**config.mk**
```make
export PLATFORM = sky130hd
export DESIGN_NAME = ne_dot_tree_sched
export DESIGN_NICKNAME = d
export VERILOG_FILES = /design/src/rtl/ne_dot_pkg.sv /design/src/rtl/DW02_tree_w31n16.sv /design/src/rtl/ne_dot_tree_sched.sv
export SDC_FILE = /design/constraint.sdc
export NUM_CORES = 2
export LEC_CHECK = 0
export ABC_AREA = 0
export CAP_MARGIN = 0
export CORE_AREA = 2 2 227 229
export CTS_CLUSTER_SIZE = 10
export DETAILED_ROUTE_END_ITERATION = 10
export DIE_AREA = 0 0 229 231
export PLACE_DENSITY = 0.78
export SETUP_SLACK_MARGIN = 0.4
export SYNTH_ARGS = -nofsm -noshare
export SYNTH_HDL_FRONTEND = slang
export SYNTH_HIERARCHICAL = 1
export SYNTH_SLANG_ARGS = --single-unit
```
**constraint.sdc**
```tcl
create_clock -name clk -period 12 [get_ports clk]
set_input_delay 1.8 -clock clk [delete_from_list [all_inputs] [get_ports clk]]
set_output_delay 1.8 -clock clk [all_outputs]
set_load 0.05 [all_outputs]
```
**src/rtl/ne_dot_pkg.sv**
```systemverilog
// ============================================================================
// Module      : ne_dot_pkg
// Description : Shared widths, scheduler state type and lane sign-extension
//               helper for the dot-product tree scheduler.
// Revision    : 1.0 - initial release
// ============================================================================
`default_nettype none

package ne_dot_pkg;

    localparam int NE_NUM_LANES = 16;
    localparam int NE_LANE_W    = 31;
    localparam int NE_ACC_W     = 40;
    localparam int NE_CNT_W     = 16;

    typedef enum logic [0:0] {
        IDLE  = 1'b0,
        ACCUM = 1'b1
    } sched_state_e;

    function automatic logic [NE_ACC_W-1:0] sext_lane(input logic [NE_LANE_W-1:0] v);
        return {{(NE_ACC_W-NE_LANE_W){v[NE_LANE_W-1]}}, v};
    endfunction

endpackage

`default_nettype wire

```
**src/rtl/DW02_tree_w31n16.sv**
```systemverilog
// ============================================================================
// Module      : DW02_tree_w31n16
// Description : 16-input, 31-bit carry-save reduction tree. OUT0 + OUT1
//               equals the sum of all inputs modulo 2^31.
// Revision    : 1.0 - initial release
// ============================================================================
`default_nettype none

module DW02_tree_w31n16 (
    input  logic [16*31-1:0] INPUT,
    output logic [30:0]      OUT0,
    output logic [30:0]      OUT1
);

    localparam int N = 16;
    localparam int W = 31;

    // Chain of 3:2 compressors; the carry vector is shifted left one place.
    always_comb begin
        logic [W-1:0] x;
        logic [W-1:0] ns;
        logic [W-1:0] nc;
        OUT0 = INPUT[0 +: W];
        OUT1 = INPUT[W +: W];
        x    = '0;
        ns   = '0;
        nc   = '0;
        for (int i = 2; i < N; i++) begin
            x    = INPUT[i*W +: W];
            ns   = OUT0 ^ OUT1 ^ x;
            nc   = ((OUT0 & OUT1) | (OUT0 & x) | (OUT1 & x)) << 1;
            OUT0 = ns;
            OUT1 = nc;
        end
    end

endmodule

`default_nettype wire

```
**src/rtl/ne_dot_tree_sched.sv**
```systemverilog
// ============================================================================
// Module      : ne_dot_tree_sched
// Description : Streams 16-lane product beats through the CSA tree, resolves
//               and accumulates per vector, returns one result per vector.
//               Optional macro NE_DOT_SAT_EN: saturating accumulate + out_sat.
// Revision    : 1.0 - initial release
// ============================================================================
`default_nettype none

module ne_dot_tree_sched
    import ne_dot_pkg::*;
#(
    parameter int NUM_LANES = NE_NUM_LANES,
    parameter int LANE_W    = NE_LANE_W,
    parameter int ACC_W     = NE_ACC_W,
    parameter int CNT_W     = NE_CNT_W
) (
    input  logic                        clk,
    input  logic                        rst,
    input  logic                        in_valid,
    output logic                        in_ready,
    input  logic [NUM_LANES*LANE_W-1:0] in_data,
    input  logic [NUM_LANES-1:0]        in_mask,
    input  logic                        in_last,
    output logic                        out_valid,
    input  logic                        out_ready,
    output logic [ACC_W-1:0]            out_data,
    output logic [CNT_W-1:0]            out_beats,
    output logic                        busy
`ifdef NE_DOT_SAT_EN
    ,
    output logic                        out_sat
`endif
);

    sched_state_e                  r_state;
    sched_state_e                  w_state_nxt;
    logic                          w_stall;
    logic                          w_hs;
    logic                          w_s2_fire;
    logic [NUM_LANES*LANE_W-1:0]   w_tree_in;
    logic [LANE_W-1:0]             w_tree_sum;
    logic [LANE_W-1:0]             w_tree_carry;
    logic                          r_s1_valid;
    logic                          r_s1_first;
    logic                          r_s1_last;
    logic [LANE_W-1:0]             r_s1_sum;
    logic [LANE_W-1:0]             r_s1_carry;
    logic [LANE_W-1:0]             w_beat_raw;
    logic [ACC_W-1:0]              w_beat;
    logic [ACC_W-1:0]              w_acc_base;
    logic [ACC_W-1:0]              w_acc_nxt;
    logic [ACC_W-1:0]              r_acc;
    logic [CNT_W-1:0]              r_cnt;
    logic [CNT_W-1:0]              w_cnt_nxt;

    assign w_stall   = out_valid & ~out_ready;
    assign in_ready  = ~rst & ~w_stall;
    assign w_hs      = in_valid & in_ready;
    assign w_s2_fire = r_s1_valid & ~w_stall;
    assign busy      = (r_state != IDLE) | r_s1_valid;

    for (genvar gi = 0; gi < NUM_LANES; gi++) begin : g_mask
        assign w_tree_in[gi*LANE_W +: LANE_W] = in_mask[gi] ? in_data[gi*LANE_W +: LANE_W] : '0;
    end

    DW02_tree_w31n16 u_tree (
        .INPUT (w_tree_in),
        .OUT0  (w_tree_sum),
        .OUT1  (w_tree_carry)
    );

    // Resolving the CSA pair modulo 2^LANE_W is the per-beat contribution.
    assign w_beat_raw = r_s1_sum + r_s1_carry;
    assign w_beat     = ACC_W'($signed(sext_lane(w_beat_raw)));
    assign w_acc_base = r_s1_first ? '0 : r_acc;
    assign w_cnt_nxt  = r_s1_first ? CNT_W'(1) :
                        (&r_cnt)   ? r_cnt     : r_cnt + CNT_W'(1);

`ifdef NE_DOT_SAT_EN
    logic [ACC_W:0] w_wide;
    logic           w_ovf;
    logic           r_sat;
    logic           w_sat_nxt;

    assign w_wide    = {w_acc_base[ACC_W-1], w_acc_base} + {w_beat[ACC_W-1], w_beat};
    assign w_ovf     = w_wide[ACC_W] ^ w_wide[ACC_W-1];
    assign w_acc_nxt = !w_ovf        ? w_wide[ACC_W-1:0] :
                       w_wide[ACC_W] ? {1'b1, {(ACC_W-1){1'b0}}} :
                                       {1'b0, {(ACC_W-1){1'b1}}};
    assign w_sat_nxt = (r_s1_first ? 1'b0 : r_sat) | w_ovf;

    always_ff @(posedge clk) begin
        if (rst) begin
            r_sat   <= 1'b0;
            out_sat <= 1'b0;
        end else if (w_s2_fire) begin
            r_sat <= w_sat_nxt;
            if (r_s1_last) begin
                out_sat <= w_sat_nxt;
            end
        end
    end
`else
    assign w_acc_nxt = w_acc_base + w_beat;
`endif

    always_ff @(posedge clk) begin
        if (rst) begin
            r_state <= IDLE;
        end else begin
            r_state <= w_state_nxt;
        end
    end

    // Framing only: the FSM remembers whether the next beat opens a vector.
    always_comb begin
        w_state_nxt = r_state;
        if (w_hs) begin
            case (r_state)
                IDLE:    if (!in_last) w_state_nxt = ACCUM;
                ACCUM:   if (in_last)  w_state_nxt = IDLE;
                default: w_state_nxt = IDLE;
            endcase
        end
    end

    always_ff @(posedge clk) begin
        if (rst) begin
            r_s1_valid <= 1'b0;
            r_s1_first <= 1'b0;
            r_s1_last  <= 1'b0;
            r_s1_sum   <= '0;
            r_s1_carry <= '0;
            r_acc      <= '0;
            r_cnt      <= '0;
            out_valid  <= 1'b0;
            out_data   <= '0;
            out_beats  <= '0;
        end else begin
            if (!w_stall) begin
                r_s1_valid <= w_hs;
                if (w_hs) begin
                    r_s1_sum   <= w_tree_sum;
                    r_s1_carry <= w_tree_carry;
                    r_s1_first <= (r_state == IDLE);
                    r_s1_last  <= in_last;
                end
            end
            if (out_valid && out_ready) begin
                out_valid <= 1'b0;
            end
            // A new result loaded on the consume edge keeps out_valid high.
            if (w_s2_fire) begin
                r_acc <= w_acc_nxt;
                r_cnt <= w_cnt_nxt;
                if (r_s1_last) begin
                    out_valid <= 1'b1;
                    out_data  <= w_acc_nxt;
                    out_beats <= w_cnt_nxt;
                end
            end
        end
    end

endmodule

`default_nettype wire
```
# ---- Yosys cells after proc, flatten, opt, wreduce, memory -nomap -nowiden
# Cells that the tools add are included.
dict set report totals {
  ff_bits 178
  in_bits 517
  out_inout_bits 59
  wordCells 148
}
dict set report classes {
  n_addsub 3
  muxes 23
  bitwise 107
  reduce_logical 4
}
# operator count
set ops {}
lappend ops {{AND 30 bit} 42}
lappend ops {{XOR 31 bit} 28}
lappend ops {{bitwise OR 30 bit} 28}
lappend ops {{2-to-1 mux 31 bit} 16}
lappend ops {{adder 40 bit} 1}
lappend ops {{2-to-1 mux 40 bit} 1}
lappend ops {{2-to-1 mux 16 bit} 2}
lappend ops {{adder 31 bit} 1}
lappend ops {{adder 16 x 1 -> 16 bit, second input constant} 1}
lappend ops {{AND reduction 16 bit} 1}
lappend ops {{AND 1 bit} 4}
lappend ops {{2-to-1 mux 1 bit} 4}
lappend ops {{NOT 1 bit} 4}
lappend ops {{AND reduction 2 bit} 2}
lappend ops {{logical AND 1 bit} 1}
lappend ops {{bitwise OR 1 bit} 1}

# ---- Longest topological paths before layout
dict set report logic_depth {
  word_depth 43
  depth_mapped 22
}

# ---- Cells and area by module
# The synthesis kept the hierarchy.
# module instances cells_per_inst area_per_inst_um2
set modules_own_cells {}
lappend modules_own_cells {ne_dot_tree_sched 1 1896 13899.6}
lappend modules_own_cells {DW02_tree_w31n16 1 490 8750.9}

# ---- Least setup slack after synthesis
# OpenSTA, ideal clock, no wires.
dict set report synth_path {
  path_kind {input port to flip-flop}
  start {input port in_mask[0]}
  end {register r_s1_sum[1]}
  setup_ns 0.113
  arrival_time_ns 9.102
  setup_slack_ns 2.785
  stages 22
  path_buffers 1
  cell_sequence {clkbuf_1 > and2_1 > inv_1 > fa_1 > fa_1 > inv_1 > fa_1 > inv_1 > fa_1 > fa_1 > fa_1 > fa_1 > fa_1 > fa_1 > fa_1 > fa_1 > fa_1 > fa_1 > fa_1 > inv_1 > nand2_1 > nand2_1}
}
# item line_no
set synth_rtl {}
lappend synth_rtl {{start: declaration} ne_dot_tree_sched.sv:23} ;# input logic [NUM_LANES-1:0] in_mask,
lappend synth_rtl {{2-to-1 mux 31 bit} ne_dot_tree_sched.sv:64} ;# assign w_tree_in[gi*LANE_W +: LANE_W] = in_mask[gi] ? in_data[gi*LANE_W +: LANE_W] : '0;
lappend synth_rtl {{named net w_tree_in[1]} ne_dot_tree_sched.sv:41} ;# logic [NUM_LANES*LANE_W-1:0] w_tree_in;
lappend synth_rtl {{XOR 31 bit (28 in series)} DW02_tree_w31n16.sv:30} ;# ns = OUT0 ^ OUT1 ^ x;
lappend synth_rtl {{named net w_tree_sum[1]} ne_dot_tree_sched.sv:42} ;# logic [LANE_W-1:0] w_tree_sum;
lappend synth_rtl {{end signal: assignment} ne_dot_tree_sched.sv:144} ;# r_s1_sum <= w_tree_sum;
lappend synth_rtl {{end: declaration} ne_dot_tree_sched.sv:47} ;# logic [LANE_W-1:0] r_s1_sum;
# The timed path passes the listed nets, and every way through them passes these cells.
# A chain may end at the register's enable or synchronous reset.

# ---- Worst setup path in the final report
dict set report layout_path {
  start {input port in_mask[2]}
  end {register r_s1_sum[30]}
}
# item line_no
set layout_rtl {}
lappend layout_rtl {{2-to-1 mux 31 bit *} ne_dot_tree_sched.sv:64}
lappend layout_rtl {{named net w_tree_in[91]} ne_dot_tree_sched.sv:41}
lappend layout_rtl {{AND 30 bit} DW02_tree_w31n16.sv:31} ;# nc = ((OUT0 & OUT1) | (OUT0 & x) | (OUT1 & x)) << 1;
lappend layout_rtl {{bitwise OR 30 bit (2 in series)} DW02_tree_w31n16.sv:31}
lappend layout_rtl {{XOR 31 bit (24 in series)} DW02_tree_w31n16.sv:30}
lappend layout_rtl {{XOR 31 bit * (2 in series)} DW02_tree_w31n16.sv:30}
lappend layout_rtl {{named net w_tree_sum[30]} ne_dot_tree_sched.sv:42}
# Mark *: on every way through the listed nets, which the timed path passes. The rest lies on a longest branch.

==> reports/qor.txt <==
Site Rows: 83
DRT Wirelength: 78100 um
CTS tree: yes
Slew Viols, Final: 0
GRT overflow: 0
Root Driver: clkbuf_16
Die Ht: 231 um
worst path required time: 12340 ps
Slew headroom: 11.9%
Post-CTS Setup Inserts: 0
Hold Path Class: flip-flop to flip-flop
CP Launch Type: input port
nets: 3890
Vias: 19000
outcome: complete, no violations
initial cell density of the core: 44.7%
All-Layer GR Usage: 29.4%
WL per Instance: 21.8 um
layout cells sized above 1: 3.21%
CORE AREA: 0.0507 mm2
Clock transition at path regs: 80 ps
worst-path fanout max: 25
H-tree lvl count: 4
Seq/Total Area, Yosys: 15.8%
r2r setup slk: 6320 ps
setup TNS: 0 ps
FF+latch count, synth: 179
Syn Area/Cell: 9.49 um2
post-synthesis cell area: 0.0227 mm2
Setup Viol. Count Final: 0
vias in the first global route: 20700
Final period util: 83.5%
DRT iter0 DRCs: 1042
pin count of the biggest net entering global routing: 114
full die area: 0.0529 mm2
TritonRoute pass-1 iters: 5
number of synthesized flops with an enable pin: 0
Final Critical Period: 10020 ps
cells after synthesis: 2386
IO buf count: 575
Crit. End Element: flip-flop
FILL cells: 4543
top_reg_cell synth: dfxtp_1
clk buf depth: 2
FFs w/ async S/R, synth: 0%
synth unique cells: 80
CTS Hold Bufs: 0
fmax: 99.8 MHz
Final Skew: 13.9 ps
Skew-Pair Late Insertion Delay: 450 ps
die width: 229 um
YS warnings: 6
IO Count: 576
post-DP HPWL: 66400 um
GP Congestion: 1.01
worst path arrival time: 10360 ps
clock sinks: 179
first-pass GRT wire length: 118000 um
Fin. Hold Viols: 0
P&R area growth vs syn: 30.6%
DR DRC count: 0
Max Cap Violations: 0
Resize count post-CTS: 0
syn nets: 3395
antenna violations before repair: 32
Vias per Instance: 5.31
TritonCTS Buffers: 17
Worst Max-Slew Pin Slew: 1320 ps
crit path kind: input port to flip-flop
RSZ-0062 raised after global routing: false
antenna-violating nets left: 0
[cells in the mapped netlist, types with 7 or more instances]
cell	instances	area share (%)
o21ai_0	54	1.2
clkbuf_1	104	1.7
fa_1	409	36
nand4_1	8	0.22
buf_1	7	0.12
a31oi_1	12	0.33
nand2_1	296	4.9
nor3_1	18	0.40
nand3b_1	73	2.4
nor2b_1	50	1.4
ha_1	83	4.6
nand3_1	23	0.51
a21oi_1	144	3.2
xor2_1	21	0.81
a21o_1	42	1.4
inv_1	67	1.1
dfxtp_1	179	16
nor2_1	69	1.1
or4_1	9	0.30
and2_1	503	14
xnor2_1	66	2.6
o21bai_1	14	0.46
a211oi_1	16	0.53
[critical path, stage by stage]
cell and delay, ps:
clkdlybuf4s50_1 1090, and2_1 250, fa_1 430, fa_1 520, fa_1 430, fa_1 520
fa_1 430, fa_1 480, fa_1 530, fa_1 440, fa_1 510, fa_1 420
fa_1 510, fa_1 420, fa_1 390, xnor2_1 250, xnor2_1 160, xnor3_1 230
xnor3_1 400, nand2_1 80, nand2_1 50
[layout make-up]
type                            instances  area (um2)  share of cell area (%)
Antenna cell                           10        25.0                  0.0846
Clock buffer                           17         425                    1.44
Clock inverter                         15         209                   0.707
Inverter                               67         251                   0.850
Multi-Input combinational cell       2016       18300                    61.8
Sequential cell                       179        3580                    12.1
Tap cell                              680         851                    2.88
Timing Repair Buffer                  600        5940                    20.1
[sequential cells by signal (all words and copies together) (netlist names)]
name,count
r_s1_first,1
r_s1_last,1
out_data,40
r_state,1
r_s1_sum,31
r_s1_carry,31
r_acc,40
r_cnt,16
out_beats,16
r_s1_valid,1
out_valid,1
[layout by cell type (no fill, tap or decap), types with 10 or more instances in the layout]
cell               n
xor2_1            21
a21oi_1          144
ha_1              83
inv_1             67
xnor2_1           66
nor2_1            69
diode_2           10
fa_1             409
clkbuf_16         17
nand3_1           23
nor2b_1           50
a211oi_1          16
dfxtp_1          178
clkdlybuf4s50_1  574
and2_1           502
buf_4             26
nor3_1            18
nand2_1          294
a31oi_1           12
o21bai_1          14
a21o_1            42
nand3b_1          73
o21ai_0           54
[routing by layer]
| metal | share of wire, % | vias up | track usage, % |
|---|---|---|---|
| li1 | - | 8743 | - |
| met1 | 39 | 9508 | 35.7 |
| met2 | 52 | 620 | 52.1 |
| met3 | 5.7 | 147 | 5.76 |
| met4 | 3.4 | 28 | 9.76 |
| met5 | 0.21 | - | 0 |
[logic make-up (layout without fill, tap and decap cells)]
| group | Yosys count | count (layout) | share of synthesized area, % |
|---|---|---|---|
| compound gates | 344 | 344 | 9.70 |
| xor+xnor | 92 | 92 | 3.83 |
| fa+ha+maj | 492 | 492 | 40.7 |
| buf+inv | 191 | 699 | 3.47 |
| flops | 179 | 179 | 15.8 |
| mux | 3 | 3 | 0.138 |
| other cells | 1 | 11 | 0.0166 |
| simple gates | 1084 | 1084 | 26.3 |
[per-stage QoR]
step | std cells | worst slack, ps | hold slack [ps] | cell area (um2) | util [%]
after floorplan | 2386 | 2790 | 428 | 22700 | -
after global placement | 3542 | 1580 | 435 | 28900 | 57.1
after detailed placement | 3542 | 1550 | 441 | 28900 | 57.1
after CTS | 3574 | 1970 | 453 | 29500 | 58.3
after global routing | 3583 | 1720 | 472 | 29600 | 58.4
final | 3584 | 1980 | 451 | 29600 | 58.4
[final timing paths]
path / depth (start not counted) / end / startpoint
worst max-delay path: 21 / r_s1_sum[30] / in_mask[2]
worst min-delay path: 2 / r_acc[24] / r_acc[24]
worst max register to register: 19 / r_acc[37] / r_s1_sum[0]
worst min register to register: 2 / r_acc[24] / r_acc[24]
Power is not shown: default switching activity piles up to over one toggle a cycle in this logic, so the estimate is an artifact.
